### src/rtl/calc_sequencer.sv
// calc_sequencer: key-driven operand/operator sequencer for the signed two-digit BCD calculator ALU.
module calc_sequencer #(
  parameter int         MAX_DIGITS = 2,
  parameter logic [2:0] OP_ADD     = 3'b001,
  parameter logic [2:0] OP_SUB     = 3'b010
) (
  input  logic       clk,
  input  logic       nRst,
  input  logic       key_strobe,
  input  logic [3:0] key_code,
  input  logic [8:0] alu_result,
  output logic [8:0] alu_op1,
  output logic [8:0] alu_op2,
  output logic [2:0] alu_opcode,
  output logic [8:0] display,
  output logic       busy,
  output logic       result_valid
);
  localparam int CW = $clog2(MAX_DIGITS + 1);
  typedef enum logic [1:0] {ENTRY_A, ENTRY_B, EXEC, RESULT} state_t;
  state_t state_q, state_d;
  logic [8:0] a_q, a_d, b_q, b_d;
  logic [2:0] op_q, op_d, pend_q, pend_d;
  logic [CW-1:0] cnt_q, cnt_d;
  logic chain_q, chain_d, rv_q, rv_d;
  logic is_dig, is_op, is_eq, is_neg, is_clr, room;
  logic [2:0] new_op;
  logic [8:0] edit, entered, negated;
  assign is_dig  = key_strobe && key_code <= 4'd9;
  assign is_op   = key_strobe && (key_code == 4'hA || key_code == 4'hB);
  assign is_eq   = key_strobe && key_code == 4'hC;
  assign is_clr  = key_strobe && key_code == 4'hD;
  assign is_neg  = key_strobe && key_code == 4'hE;
  assign new_op  = key_code == 4'hB ? OP_SUB : OP_ADD;
  assign room    = cnt_q < CW'(MAX_DIGITS);
  assign edit    = state_q == ENTRY_B ? b_q : a_q;
  assign entered = {edit[8], edit[3:0], key_code};
  // zero magnitude never carries a sign
  assign negated = edit[7:0] != 8'd0 ? {~edit[8], edit[7:0]} : edit;
  always_comb begin
    state_d = state_q;
    a_d     = a_q;
    b_d     = b_q;
    op_d    = op_q;
    pend_d  = pend_q;
    cnt_d   = cnt_q;
    chain_d = chain_q;
    rv_d    = 1'b0;
    case (state_q)
      ENTRY_A: begin
        if (is_dig && room) begin
          a_d   = entered;
          cnt_d = cnt_q + 1'b1;
        end
        if (is_neg) a_d = negated;
        if (is_op) begin
          op_d    = new_op;
          b_d     = 9'd0;
          cnt_d   = '0;
          state_d = ENTRY_B;
        end
      end
      ENTRY_B: begin
        if (is_dig && room) begin
          b_d   = entered;
          cnt_d = cnt_q + 1'b1;
        end
        if (is_neg) b_d = negated;
        if (is_op && cnt_q == '0) op_d = new_op;
        if (is_op && cnt_q != '0) begin
          pend_d  = new_op;
          chain_d = 1'b1;
          state_d = EXEC;
        end
        if (is_eq && cnt_q != '0) begin
          chain_d = 1'b0;
          state_d = EXEC;
        end
      end
      EXEC: begin
        a_d     = alu_result;
        rv_d    = 1'b1;
        chain_d = 1'b0;
        state_d = chain_q ? ENTRY_B : RESULT;
        if (chain_q) begin
          op_d  = pend_q;
          b_d   = 9'd0;
          cnt_d = '0;
        end
      end
      default: begin
        if (is_dig) begin
          a_d     = {5'd0, key_code};
          cnt_d   = CW'(1);
          state_d = ENTRY_A;
        end
        if (is_op) begin
          op_d    = new_op;
          b_d     = 9'd0;
          cnt_d   = '0;
          state_d = ENTRY_B;
        end
        if (is_eq) state_d = EXEC;
        if (is_neg) a_d = negated;
      end
    endcase
    if (is_clr) begin
      state_d = ENTRY_A;
      a_d     = 9'd0;
      b_d     = 9'd0;
      op_d    = OP_ADD;
      pend_d  = OP_ADD;
      cnt_d   = '0;
      chain_d = 1'b0;
      rv_d    = 1'b0;
    end
  end
  always_ff @(posedge clk) begin
    if (!nRst) begin
      state_q <= ENTRY_A;
      a_q     <= 9'd0;
      b_q     <= 9'd0;
      op_q    <= OP_ADD;
      pend_q  <= OP_ADD;
      cnt_q   <= '0;
      chain_q <= 1'b0;
      rv_q    <= 1'b0;
    end else begin
      state_q <= state_d;
      a_q     <= a_d;
      b_q     <= b_d;
      op_q    <= op_d;
      pend_q  <= pend_d;
      cnt_q   <= cnt_d;
      chain_q <= chain_d;
      rv_q    <= rv_d;
    end
  end
  assign alu_op1      = a_q;
  assign alu_op2      = b_q;
  assign alu_opcode   = op_q;
  assign display      = state_q == ENTRY_B && cnt_q != '0 ? b_q : a_q;
  assign busy         = state_q == EXEC;
  assign result_valid = rv_q;
endmodule
### config.mk
export PLATFORM = sky130hd
export DESIGN_NAME = calc_sequencer
export DESIGN_NICKNAME = d
export VERILOG_FILES = /design/src/rtl/calc_sequencer.sv
export SDC_FILE = /design/constraint.sdc
export NUM_CORES = 1
export LEC_CHECK = 0
export BUFFER_PORTS_ARGS = -buffer_cell sky130_fd_sc_hd__buf_2
export CAP_MARGIN = 5
export CELL_PAD_IN_SITES_DETAIL_PLACEMENT = 2
export CELL_PAD_IN_SITES_GLOBAL_PLACEMENT = 2
export CORE_MARGIN = 10
export CORE_UTILIZATION = 33
export CTS_BUF_LIST = sky130_fd_sc_hd__clkbuf_16
export DETAILED_ROUTE_END_ITERATION = 8
export GPL_ROUTABILITY_DRIVEN = 0
export HOLD_SLACK_MARGIN = 0.03
export PLACE_DENSITY = 0.83
export SYNTH_ARGS = -nofsm -noshare
export SYNTH_HDL_FRONTEND = slang
export SYNTH_SLANG_ARGS = --single-unit
### constraint.sdc
create_clock -name clk -period 3.3 [get_ports clk]
set_clock_uncertainty 0.15 [all_clocks]
set_input_delay 0.66 -clock clk [delete_from_list [all_inputs] [get_ports clk]]
set_output_delay 0.66 -clock clk [all_outputs]
set_load 0.05 [all_outputs]
Yosys cells after proc, flatten, opt, wreduce, memory -nomap -nowiden
Cells that the tools add are included.

Bits in registers: 30. Output and inout bits: 32. Word-level logic and storage cells: 89.

Add/sub/neg operators: 1. $lt $le $gt $ge: 2. Equality and inequality tests: 13. Muxes and demuxes: 34. Bitwise logic cells: 3. Reduce and logical (&&, ||, !) cells: 28.

Operators by type and width (number): $mux 9 (9); $pmux 9 s3 (1); $mux 2 (13); $eq 4x4->1 const B (5); $pmux 9 s2 (1); $pmux 2 s3 (2); $reduce_and 3->1 (4); $logic_and 1x1->1 (10); $reduce_bool 5->1 (2); $mux 3 (3); $reduce_bool 8->1 (1); $pmux 3 s2 (1); $reduce_and 2->1 (3); $le 4x4->1 const B (1); $logic_not 2->1 (2); $ne 2x1->1 const B (2); $reduce_bool 2->1 (2); $reduce_bool 4->1 (1); $mux 1 (3); $ne 3x1->1 const B (1); $ne 3x2->1 const B (1); $ne 3x3->1 const B (1); $not 1->1 (3); $reduce_bool 3->1 (1); other kinds (8) (8).

Logic depth before layout (Yosys ltp)
Gate-level depths: netlist of run 1.

Word-level depth: 7. Depth in mapped cells: 9.

Least setup slack after synthesis of run 1
Ideal clock, no wire load.

Path type: reg-to-output. Start point: reg state_q[1]. End point: out display[1]. Arrival: 2108 ps. Data required time: 2490 ps. Setup slack: 382 ps. Stages on the path, launching flop included: 7. Path buffers: 2. Cell sequence: dfxtp_1 > inv_1 > ha_1 > buf_2 > nand2b_1 > buf_1 > o21ai_0.

Longest elaborated chain between the ends: 3.

Ends and longest elaborated chain: from (decl) (RTL line 21) `state_t state_q, state_d;`; from (signal assigned) (RTL line 129) `state_q <= state_d;`; $eq 2x1->1 (RTL line 142) `assign display = state_q == ENTRY_B && cnt_q != '0 ? b_q : a_q;`; $logic_and 1x1->1 (RTL line 142); $mux 9 (RTL line 142); to (decl) (RTL line 15) `output logic [8:0] display,`.

No other way between the ends.

Final worst setup path of run 1
Start point: reg cnt_q[1]. End point: out display[7].

Longest elaborated chain between the ends: 3.

Ends and longest elaborated chain: from (decl) (RTL line 24) `logic [CW-1:0] cnt_q, cnt_d;`; from (signal assigned) (RTL line 134) `cnt_q <= cnt_d;`; $reduce_bool 2->1 (RTL line 142); $logic_and 1x1->1 (RTL line 142); $mux 9 (RTL line 142).

No other way between the ends.

==> metrics.csv, run 1 <==
metric;value;unit
arrival;2060;ps
initial_utilization;33.9;%
avgSynthCellArea;8.33;um^2
syn_area;0.00186;mm^2
finalSetupTns;0;ps
h-tree-depth;1;
finalSetupViolCount;0;
yosys.area.top_type;dfxtp_1;
cts_resized;0;
clk_latency;270;ps
synth_cells;223;
io_pins;48;
yosys.area.top_type_share;30.2;%
ys_warn_count;0;
dp_hpwl;5.21;mm
hp-class;reg -> reg;
p_per_area;462;mW/mm^2
power;1.02;mW
wire_per_inst;21.3;um
drc;0;
cp_max_fo;13;
clock-root-buffer;clkbuf_16;
path_clk_slew;80;ps
numPortBuffers;46;
maxCapViolCount;0;
post_cts_buffers;0;
drive_gt1_share;27.6;%
start_kind;flop;
endpoint_kind;output pin;
antenna_found_initial;0;
register_area;561;um^2
grt_max_degree;25;
wirelength;7.10;mm
fmax;348;MHz
clk_path_buf_depth;2;
nets;283;
num_vias;1911;
placementRows;27;
viasPerCell;5.74;
synthTopCellsByCount;28 x dfxtp_1, 27 x nand2_1, 16 x o21ai_0;
tritoncts;built;
antenna_cells;0;
final_core_util;40.5;%
rsz0062_at_grt;false;
path_class;reg -> out;
ys_ff_latch;28;
fill_cells;654;
fin_crit;2870;ps
synth-edff-count;0;
synth-seq-area-share;30.2;%
cts.sinks;28;
drtAntennaViolNets;0;
ys.flop_type;dfxtp_1;
finalCritPeriodShare;87.1;%
worst_slew_pin_slew;900;ps
relSlewSlack;40.0;%
hold_slack;328;ps
yosys.cell_types.count;44;
postCtsHoldBufs;0;
syn_nets;244;
dieArea;0.00903;mm^2
cts_buffers;3;
status;complete, no violations;
gr-total-overflow;0;
coreArea;0.00547;mm^2
grt_usage;15.8;%
drt_iter0_markers;60;
required;2490;ps
dpl_cell_area;0.00211;mm^2
synth_area_leaders;dfxtp_1 30%, mux2i_1 7.5%, mux2_2 6.7%;
leakagePower;0.866;nW
hold_viol_final;0;
dieHeight;95.0;um
syn_to_final_growth;19.4;%
max-vdd-ir-drop;0.229;mV
dr.pass1.iters;4;
multi_input_comb_area;0.00116;mm^2
yosysMostFrequentCell;dfxtp_1;
synthArstFlopShare;0;%
fp.dieW;95.0;um
grt_pass1_wl;11.5;mm
grt_pass1_vias;2101;
final_area;0.00222;mm^2
report.final.slew_viol_count;0;
report_power, final:
part	switching, mW	internal, mW	leakage (nW)	total (mW)
combinational	0.192	0.0807	0.587	0.273
clock	0.130	0.242	0.0511	0.372
sequential	0.0242	0.355	0.228	0.379
total	0.346	0.678	0.866	1.02
stage by stage:
stage	setup WS, ps	instances
2_1_floorplan	382	223
3_3_place_gp	679	329
3_5_place_dp	540	329
4_1_cts	433	333
5_1_grt	289	333
6_report	425	333
layer usage:
layer / part of all wire [%] / vias up / track usage, %
met4: 0.77 / 0 / 3.12
li1: - / 912 / -
met1: 46 / 959 / 20.2
met5: 0 / - / 0
met3: 3.1 / 4 / 2.28
met2: 50 / 36 / 27.5
critical path: stages (launching register included):
cell and delay (ps):
dfxtp_1 340, inv_1 90, ha_1 230, nand2b_1 530
mux2_2 400, buf_2 210
layout make-up:
cell class | instances | share of cell area [%]
Multi-Input combinational cell | 169 | 52.5
Sequential cell | 28 | 25.3
Timing Repair Buffer | 50 | 11.7
Tap cell | 72 | 4.06
Clock buffer | 3 | 3.39
Inverter | 10 | 1.69
Clock inverter | 1 | 1.35
cells in the final DEF (no fill, tap or decap), drive strengths merged, types with 10 or more instances in the layout:
cell type	n
nor2	13
a21oi	13
buf	50
dfxtp	28
inv	10
nand2	28
mux2	11
mux2i	14
o21ai	17
flip-flops by register name, indices dropped and copies added (netlist names):
signal        count
alu_op2           9
alu_op1           9
state_q           2
chain_q           1
result_valid      1
pend_q            2
alu_opcode        2
cnt_q             2
logic make-up (layout without fill, tap and decap cells):
logic type               count (synthesis)  in the layout  share of synthesized area (%)
adder cells (fa/ha/maj)                  5              5                           3.37
flip-flops                              28             28                           30.2
other                                    1              1                          0.202
multiplexers                            25             25                           14.2
AO/OA/AOI/OAI                           64             64                           24.9
buffers and inverters                   26             64                           7.14
AND/OR/NAND/NOR                         74             74                           19.9
worst paths after layout:
kind	from	to	depth (start not counted)	slack [ps]
min	alu_opcode[0]	alu_opcode[0]	2	330
max	cnt_q[1]	display[7]	5	430
min reg2reg	alu_opcode[0]	alu_opcode[0]	2	330
max reg2reg	state_q[0]	alu_op1[4]	6	480
Note: power is estimated with default switching activity, not from simulation.
==> run 2, diff against run 1 <==
--- a/config.mk
+++ b/config.mk
@@ -15,7 +15,7 @@
 export DETAILED_ROUTE_END_ITERATION = 8
 export GPL_ROUTABILITY_DRIVEN = 0
 export HOLD_SLACK_MARGIN = 0.03
-export PLACE_DENSITY = 0.83
+export PLACE_DENSITY = 0.95
 export SYNTH_ARGS = -nofsm -noshare
 export SYNTH_HDL_FRONTEND = slang
 export SYNTH_SLANG_ARGS = --single-unit
==> run 2 against run 1 <==
Compared with the run above:
- hold slack gained 18 ps
- clock power grew 1%
- utilization is the same
- via count grew 2.8%
- power grew 1.1%
- non-clock buffer count is the same
- combinational power grew 2%
- sequential share of layout area is the same
- first-iteration DRC count grew 67%
- register-to-register slack gained 260 ps
- critical path type unchanged
- critical endpoint is now display[5]
- largest cell class unchanged
- highest routed layer unchanged
==> metrics.csv, run 2 (synthesis gave the netlist of run 1 again) <==
metric;value;unit;change
dpl_cell_area;0.00211;mm^2;unchanged
rsz0062_at_grt;false;;
clk_latency;270;ps;about the same
crit_family;simple AND/OR/NAND/NOR gates;;
wire_per_inst;23.0;um;+8.1%
dieHeight;95.0;um;unchanged
fmax;347;MHz;-0.27%
antenna_found_initial;0;;unchanged
antenna_cells;0;;unchanged
viasPerCell;5.90;;+2.8%
grt_util_met3;2.28;%;unchanged
post_cts_buffers;0;;unchanged
place_ws;586;ps;+46.3 ps
dr.pass1.iters;4;;unchanged
cts_buffers;3;;unchanged
clk_path_buf_depth;2;;unchanged
fin_ws;417;ps;-7.75 ps
critPathBufInv;2;;unchanged
cts.sinks;28;;unchanged
slowest_delay;530;ps;about the same
syn_to_final_growth;19.4;%;unchanged
grt_pass1_wl;12.2;mm;+6.1%
drtAntennaViolNets;0;;unchanged
finalCritPeriodShare;87.4;%;+0.23 points
io_pins;48;;unchanged
hold_slack;346;ps;+18.5 ps
crit_path_cell_trace;inv_1 > ha_1 > nand2b_1 > mux2_2 > buf_2;;
numPortBuffers;46;;unchanged
fin_crit;2880;ps;+7.75 ps
final_core_util;40.5;%;unchanged
finalSetupTns;0;ps;unchanged
layout_common_cells;46 x buf_2, 28 x dfxtp_1, 27 x nand2_1;;
placementRows;27;;unchanged
endpoint_kind;output pin;;
wirelength;7.68;mm;+8.1%
slowest_stage;nand2b_1;;
fin_cells;333;;unchanged
nets;283;;unchanged
h-tree-depth;1;;unchanged
fp.dieW;95.0;um;unchanged
grt_max_degree;25;;unchanged
path_clk_slew;70;ps;about the same
final_area;0.00222;mm^2;unchanged
coreArea;0.00547;mm^2;unchanged
hold_viol_final;0;;unchanged
dieArea;0.00903;mm^2;unchanged
leakagePower;0.865;nW;about the same
report.final.slew_viol_count;0;;unchanged
grt_pass1_vias;2145;;+2.1%
final_common_cell;buf_2;;
finalSetupViolCount;0;;unchanged
num_vias;1964;;+2.8%
clock-root-buffer;clkbuf_16;;
cp_max_fo;13;;unchanged
drt_iter0_markers;100;;+67%
start_kind;flop;;
grt_usage;17.2;%;+1.4 points
worst_slew_pin_slew;884;ps;-15.5 ps
drc;0;;unchanged
grtUsageMet1;20.7;%;+0.44 points
cts_resized;0;;unchanged
path_class;reg -> out;;
tritoncts;built;;
status;complete, no violations;;
initial_utilization;33.9;%;unchanged
p_per_area;467;mW/mm^2;+1.1%
placedCellCount;329;;unchanged
postCtsHoldBufs;0;;unchanged
dp_hpwl;5.37;mm;+3.1%
gr-total-overflow;0;;unchanged
power;1.04;mW;+1.1%
required;2490;ps;about the same
maxCapViolCount;0;;unchanged
max-vdd-ir-drop;0.293;mV;+28%
grtUsageMet2;30.8;%;+3.3 points
grt.busiest_layer;met2;;
relSlewSlack;41.0;%;+1.0 points
drive_gt1_share;27.6;%;unchanged
arrival;2070;ps;about the same
hp-class;reg -> reg;;
[run 2: cell counts in the layout (fill, tap and decap cells not counted)]
No cell type changed its count.
[run 2: area by class of cell]
class,count,area (um^2)
fill,667,3260
multi-input combinational,169,1160
sequential,28,561
timing repair buffer,50,260
tap,72,90.1
clock buffer,3,75.1
inverter,10,37.5
clock inverter,1,30.0
[run 2: layer usage]
metal	vias to the layer above	share of wire, %
met2	47	51
met4	0	1.7
met1	1005	44
met5	-	0
met3	11	3.5
li1	901	-
[run 2: path summary, 6_finish.rpt]
check | depth (start not counted) | startpoint | slack (ps) | endpoint
worst min-delay path | 2 | pend_q[0] | 350 | pend_q[0]
worst max-delay path | 5 | cnt_q[1] | 420 | display[5]
worst min register to register | 2 | pend_q[0] | 350 | pend_q[0]
worst max register to register | 6 | state_q[0] | 740 | alu_op1[5]
[run 2: worst register-to-register path, stage by stage, from the launching register on]
cell and delay [ps]:
dfxtp_1 350, inv_1 90, ha_1 360, nand2b_1 270, a311oi_4 870, o21ai_0 230
a21oi_1 180
[run 2: report_power, final]
part	total, mW	switching [mW]	internal, mW
Combinational	0.278	0.198	0.0804
Sequential	0.380	0.0249	0.355
Clock	0.377	0.135	0.243
